**src/rtl/nbody_pkg.sv**
```systemverilog
// Shared N-body sequencer definitions: default sizing, body index type and
// the timestep FSM state encoding used by the sequencer and its consumers.
package nbody_pkg;

    localparam int unsigned DEFAULT_BODIES = 512;
    localparam int unsigned DEFAULT_IDX_W  = $clog2(DEFAULT_BODIES);

    typedef logic [DEFAULT_IDX_W-1:0] body_idx_t;

    typedef enum logic [2:0] {
        S_IDLE,
        S_ACCEL,
        S_ACC_WAIT,
        S_UPDATE,
        S_LF_WAIT,
        S_STEP_END
    } nbody_state_t;

endpackage

```
**src/rtl/nbody_pair_gen.sv**
```systemverilog
// (i, j) body-pair generator for the acceleration phase: i outer, j inner,
// advancing only on handshake. NBODY_SKIP_SELF_EN drops the i == j pairs.
module nbody_pair_gen
    import nbody_pkg::*;
#(
    parameter int unsigned IDX_W = DEFAULT_IDX_W
) (
    input  logic             clk,
    input  logic             rst,
    input  logic             init,
    input  logic             advance,
    input  logic [IDX_W:0]   n,
    output logic [IDX_W-1:0] pair_i,
    output logic [IDX_W-1:0] pair_j,
    output logic             pair_last,
    output logic             pair_final
);

`ifdef NBODY_SKIP_SELF_EN
    localparam bit SKIP_SELF = 1'b1;
`else
    localparam bit SKIP_SELF = 1'b0;
`endif

    logic [IDX_W-1:0] n_m1;
    logic [IDX_W-1:0] last_j;
    logic [IDX_W-1:0] j_inc;

    assign n_m1 = IDX_W'(n - 1'b1);

    // The last row ends one early when its diagonal entry (j = n-1) is skipped.
    always_comb begin
        last_j = n_m1;
        if (SKIP_SELF && (pair_i == n_m1)) last_j = n_m1 - 1'b1;
        j_inc = pair_j + 1'b1;
        if (SKIP_SELF && (j_inc == pair_i)) j_inc = pair_j + 2'd2;
    end

    assign pair_last  = (pair_j == last_j);
    assign pair_final = pair_last && (pair_i == n_m1);

    always_ff @(posedge clk or posedge rst) begin
        if (rst) begin
            pair_i <= '0;
            pair_j <= '0;
        end else if (init) begin
            pair_i <= '0;
            pair_j <= IDX_W'(SKIP_SELF);
        end else if (advance) begin
            if (pair_last) begin
                pair_i <= pair_i + 1'b1;
                pair_j <= '0;
            end else begin
                pair_j <= j_inc;
            end
        end
    end

endmodule

```
**src/rtl/nbody_step_sequencer.sv**
```systemverilog
// N-body timestep scheduler: per step, streams body pairs to the accel unit,
// then one leapfrog update per body. Build option: NBODY_SKIP_SELF_EN.
module nbody_step_sequencer
    import nbody_pkg::*;
#(
    parameter int unsigned BODIES = DEFAULT_BODIES,
    parameter int unsigned IDX_W  = $clog2(BODIES),
    parameter int unsigned STEP_W = 32
) (
    input  logic              clk,
    input  logic              rst,
    input  logic              start,
    input  logic [IDX_W:0]    num_bodies,
    input  logic [STEP_W-1:0] num_steps,
    output logic              busy,
    output logic              done,
    output logic              err,
    output logic [STEP_W-1:0] steps_done,
    output logic              pair_valid,
    input  logic              pair_ready,
    output logic [IDX_W-1:0]  pair_i,
    output logic [IDX_W-1:0]  pair_j,
    output logic              pair_last,
    input  logic              acc_done,
    output logic              lf_valid,
    input  logic              lf_ready,
    output logic [IDX_W-1:0]  lf_idx,
    input  logic              lf_done
);

    localparam logic [IDX_W:0] MAX_N = (IDX_W+1)'(BODIES);

    nbody_state_t      state, state_n;
    logic [IDX_W:0]    n_lat;
    logic [IDX_W:0]    acc_cnt;
    logic [IDX_W:0]    lf_cnt;
    logic [STEP_W-1:0] steps_lat;
    logic              range_ok;
    logic              run_last;
    logic              pair_fire;
    logic              pair_final;
    logic              lf_fire;
    logic              lf_last;
    logic              gen_init;

    assign range_ok  = (num_bodies >= (IDX_W+1)'(2)) && (num_bodies <= MAX_N);
    assign run_last  = ((steps_done + 1'b1) == steps_lat);
    assign pair_fire = pair_valid && pair_ready;
    assign lf_fire   = lf_valid && lf_ready;
    assign lf_last   = ({1'b0, lf_idx} == (n_lat - 1'b1));

    nbody_pair_gen #(
        .IDX_W (IDX_W)
    ) u_pair_gen (
        .clk        (clk),
        .rst        (rst),
        .init       (gen_init),
        .advance    (pair_fire),
        .n          (n_lat),
        .pair_i     (pair_i),
        .pair_j     (pair_j),
        .pair_last  (pair_last),
        .pair_final (pair_final)
    );

    always_ff @(posedge clk or posedge rst) begin
        if (rst) state <= S_IDLE;
        else     state <= state_n;
    end

    always_comb begin
        state_n    = state;
        busy       = 1'b0;
        pair_valid = 1'b0;
        lf_valid   = 1'b0;
        gen_init   = 1'b0;
        case (state)
            S_IDLE: begin
                if (start && range_ok && (num_steps != '0)) begin
                    state_n  = S_ACCEL;
                    gen_init = 1'b1;
                end
            end
            S_ACCEL: begin
                busy       = 1'b1;
                pair_valid = 1'b1;
                if (pair_fire && pair_final) state_n = S_ACC_WAIT;
            end
            S_ACC_WAIT: begin
                busy = 1'b1;
                if (acc_cnt == n_lat) state_n = S_UPDATE;
            end
            S_UPDATE: begin
                busy     = 1'b1;
                lf_valid = 1'b1;
                if (lf_fire && lf_last) state_n = S_LF_WAIT;
            end
            S_LF_WAIT: begin
                busy = 1'b1;
                if (lf_cnt == n_lat) state_n = S_STEP_END;
            end
            S_STEP_END: begin
                busy = 1'b1;
                if (run_last) begin
                    state_n = S_IDLE;
                end else begin
                    state_n  = S_ACCEL;
                    gen_init = 1'b1;
                end
            end
            default: state_n = S_IDLE;
        endcase
    end

    // done/err are registered so they land in the cycle after the deciding state.
    always_ff @(posedge clk or posedge rst) begin
        if (rst) begin
            n_lat      <= '0;
            steps_lat  <= '0;
            steps_done <= '0;
            acc_cnt    <= '0;
            lf_cnt     <= '0;
            lf_idx     <= '0;
            done       <= 1'b0;
            err        <= 1'b0;
        end else begin
            done <= 1'b0;
            err  <= 1'b0;
            if ((state == S_IDLE) && start) begin
                if (!range_ok) begin
                    err <= 1'b1;
                end else if (num_steps == '0) begin
                    done <= 1'b1;
                end else begin
                    n_lat      <= num_bodies;
                    steps_lat  <= num_steps;
                    steps_done <= '0;
                    acc_cnt    <= '0;
                    lf_cnt     <= '0;
                    lf_idx     <= '0;
                end
            end
            if (((state == S_ACCEL) || (state == S_ACC_WAIT)) && acc_done)
                acc_cnt <= acc_cnt + 1'b1;
            if (((state == S_UPDATE) || (state == S_LF_WAIT)) && lf_done)
                lf_cnt <= lf_cnt + 1'b1;
            if (lf_fire && !lf_last)
                lf_idx <= lf_idx + 1'b1;
            if (state == S_STEP_END) begin
                steps_done <= steps_done + 1'b1;
                done       <= run_last;
                acc_cnt    <= '0;
                lf_cnt     <= '0;
                lf_idx     <= '0;
            end
        end
    end

endmodule

```
**config.mk**
```make
export PLATFORM = sky130hd
export DESIGN_NAME = nbody_step_sequencer
export DESIGN_NICKNAME = d
export VERILOG_FILES = /design/src/rtl/nbody_pkg.sv /design/src/rtl/nbody_pair_gen.sv /design/src/rtl/nbody_step_sequencer.sv
export SDC_FILE = /design/constraint.sdc
export NUM_CORES = 1
export LEC_CHECK = 0
export BUFFER_PORTS_ARGS = -buffer_cell sky130_fd_sc_hd__buf_2
export CAP_MARGIN = 0
export CORE_MARGIN = 8
export CORE_UTILIZATION = 58
export DETAILED_ROUTE_END_ITERATION = 6
export PLACE_DENSITY_LB_ADDON = 0.12
export SYNTH_ARGS = -nofsm -noshare
export SYNTH_HDL_FRONTEND = slang
export SYNTH_SLANG_ARGS = --single-unit
```
**constraint.sdc**
```tcl
create_clock -name clk -period 5.38 [get_ports clk]
set_input_delay 0.538 -clock clk [delete_from_list [all_inputs] [get_ports clk]]
set_output_delay 0.538 -clock clk [all_outputs]
set_load 0.02 [all_outputs]
```
==> reports/summary.txt <==
Cts bufs inserted: 17
Sequential fraction of the synthesis area: 39.3%
Initial core utilization: 58.5%
Failing checks: DRC
# Post-CTS Setup Buffers: 0
Final WS setup: 1.13 ns
Remaining Overflow, GRT: 0
Synth top area share: 39.3%
Post-synth EDFFs: 0
Unrepaired setup endpoints after global routing: false
P_leak: 4.16 nW
DRT Wirelength: 22.9 mm
Via/cell ratio: 6.37
Max-Cap Viols: 0
Remaining antenna violation count after routing: 0
Vias in the first global route: 7278
First drt pass iteration count: 7
H-tree depth: 4
Syn Area/Cell: 9.12 sq um
CTS tree: done
Clk_skew: 0.00763 ns
Clock power share: 49.2%
Worst EP arrival: 3.71 ns
TritonCTS Sinks: 126
Syn Inst Count: 880
Worst Tran Pin Value: 1.07 ns
Max IR drop VDD: 0.000199 V
Net Switching: 0.559 mW
TNS Setup: 0 ns
Critical setup path kind: register to output pin
CP Capture Type: output pin
FF-to-FF setup slack: 1.59 ns
FF-to-FF path depth: 11
Endpoints failing setup: 0
Placed Cells: 1119
Syn-to-layout area delta: 14.8%
Post-synth top area cell: dfrtp_1
CTS root buf: clkbuf_16
End of the worst register-to-register path: u_pair_gen.pair_i[8]
Resized Gates After CTS: 0
Syn. warnings: 0
DR WL/cell: 19.9 microns
Worst-path fanout max: 10
Initial antenna violation count: 0
IO Pins: 114
Hold Violations, Final: 0
Clock Tree Buf Depth: 2
Number of remaining DRC errors: 1
Sw frac: 23.7%
Final nets: 1014
Die area: 17900 sq um
Share of layout cells above drive strength 1: 21.4%
IO Port Bufs: 113
Num rows: 43
Share of power burned in registers: 43.1%
FF-to-FF Start: n_lat[0]
Pwr/cell area: 256 nW/um^2
Flops & latches, synth: 126
Status: finished with violations
Distinct cell type count after synthesis: 75
Post-place setup slack: 1.71 ns
Synth top area cells: dfrtp_1 39%, xnor2_1 7.0%, mux2_2 6.0%, o21ai_0 5.3%, xor2_1 3.9%
CP Launch Type: register
GRT Util Overall: 25.8%
Fmax: 235 MHz
Tmin final: 4.25 ns
1st-iter DRT viols: 747
Internal cell power: 1.80 mW
Vias: 7324
Routability congestion estimate: 0.994
Post-synth ARST share: 100%
Final worst-path cycle share: 79.0%
Worst-case hold slack: 0.304 ns
Syn nets: 936
Die Height: 134 microns
CTS clock-pin slew for the worst setup and hold paths: 0.06 ns
Slew Limit Fails: 0
Gate power share: 7.6%
Ys flop type: dfrtp_1
N_diodes: 0
Layout Cells excl Fill: 1150
Post-Synthesis Cell Area: 8030 sq um
Clock Latency Late Sink: 0.42 ns
Hold Buf Count CTS: 0
First-pass GRT wire length: 37.3 mm
Crit path to: pair_last
Core Area: 13700 sq um
Chip Width: 134 microns
Final core utilization: 67.2%
WP data required: 4.84 ns
Crit path from: n_lat[0]
Hold Crit Class: primary input to asynchronous set/reset pin
Detailed Place HPWL: 16.5 mm
Largest net degree at the start of global routing: 76
Rel. slew slack: 27.9%
==> worst min-delay path by stage <==
stage / start / end / slack (ns) / cells past startpoint
floorplan: lf_cnt[9] / lf_cnt[9] / 0.47 / 1
global placement: steps_lat[20] / steps_lat[20] / 0.50 / 1
detailed placement: acc_cnt[9] / acc_cnt[9] / 0.51 / 1
CTS: num_steps[11] / steps_lat[11] / 0.36 / 2
global route: num_steps[11] / steps_lat[11] / 0.36 / 2
finish: rst / steps_lat[4] / 0.30 / 2
==> logic make-up after synthesis <==
group	count (synthesis)	synth area share, %
AND/OR/NAND/NOR	343	22.8
AO/OA/AOI/OAI	177	14.1
flip-flops	126	39.3
XOR/XNOR	105	12.3
buffers and inverters	75	3.82
multiplexers	47	6.53
adder cells (fa/ha/maj)	7	1.09
==> cells in the final DEF, fill, tap and decap left out, types with 25 or more instances in the layout <==
cell type | synthesis | final
dfrtp_1 | 126 | 126
buf_2 | 10 | 113
o21ai_0 | 85 | 85
nor2_1 | 66 | 66
xnor2_1 | 64 | 64
nand2_1 | 60 | 60
mux2_2 | 43 | 43
nand3_1 | 42 | 42
xor2_1 | 36 | 36
nor4_1 | 31 | 30
nand4_1 | 29 | 29
nor3_1 | 25 | 25
==> area by class of cell <==
class	instances	area, sq um
Timing Repair Buffer	118	603
Fill cell	1125	4510
Sequential cell	126	3150
Tap cell	180	225
Clock buffer	26	519
Multi-Input combinational cell	679	4570
Clock inverter	5	77.6
Inverter	16	62.6
==> power groups by stage <==
stage | Clock [mW] | Sequential (mW) | Combinational [mW]
2_1_floorplan | 0 | 1.04 | 0.0951
3_3_place_gp | 0 | 1.03 | 0.175
3_5_place_dp | 0 | 1.03 | 0.181
4_1_cts | 1.17 | 1.01 | 0.183
5_1_grt | 1.22 | 1.02 | 0.203
6_report | 1.16 | 1.02 | 0.180
==> worst max-delay path: stages (launching register included) <==
cell     delay (ns)
dfrtp_1        0.52
inv_1          0.13
ha_1           0.20
or4b_1         0.51
nor4_1         0.66
xnor3_1        0.24
nand4_1        0.16
nor3_1         0.57
buf_2          0.29
==> metal layers <==
layer  part of all wire (%)  global-route usage [%]  routed length, microns
met1                     39                    30.2                    8870
met2                     50                    43.7                   11500
met3                    6.9                    5.76                    1570
met4                    4.0                    13.0                     912
met5                      0                       0                       0
==> per-stage QoR <==
stage	cell area (sq um)	power (mW)
global route	9210	2.44
detailed placement	8620	1.21
CTS	9210	2.37
floorplan	8030	1.14
global placement	8620	1.21
finish	9210	2.36
==> registers in the layout (all words and copies together), names as in the netlist, 3 cells and up <==
name and count:
acc_cnt 10, lf_cnt 10, lf_idx 9, n_lat 10, state 3, steps_done 32, steps_lat 32, u_pair_gen.pair_i 9
u_pair_gen.pair_j 9
==> Yosys cell counts, types with 2 or more instances <==
cell type and number:
o31ai_1 16, and2_1 10, buf_2 10, or3_1 6, a2111oi_0 2, and4_1 5, clkbuf_1 44, xor2_1 36
o31a_1 3, o41ai_1 3, a31o_2 3, inv_1 16, nor3_1 25, a22o_1 5, buf_1 2, and3_1 23
mux2i_1 4, xnor2_1 64, nor2_1 66, a21oi_1 15, a31oi_1 12, mux2_2 43, nand2b_1 13, nand2_1 60
nor2b_1 11, ha_1 7, o21ai_1 3, or4b_2 2, dfrtp_1 126, nand3_1 42, xnor3_1 5, a21o_1 3
a211oi_1 4, nor4_1 31, o21ai_0 85, o211ai_1 2, nand4_1 29, o22ai_1 2, or4_1 4, nand3b_1 3
Power figures use the tool's default switching activity.
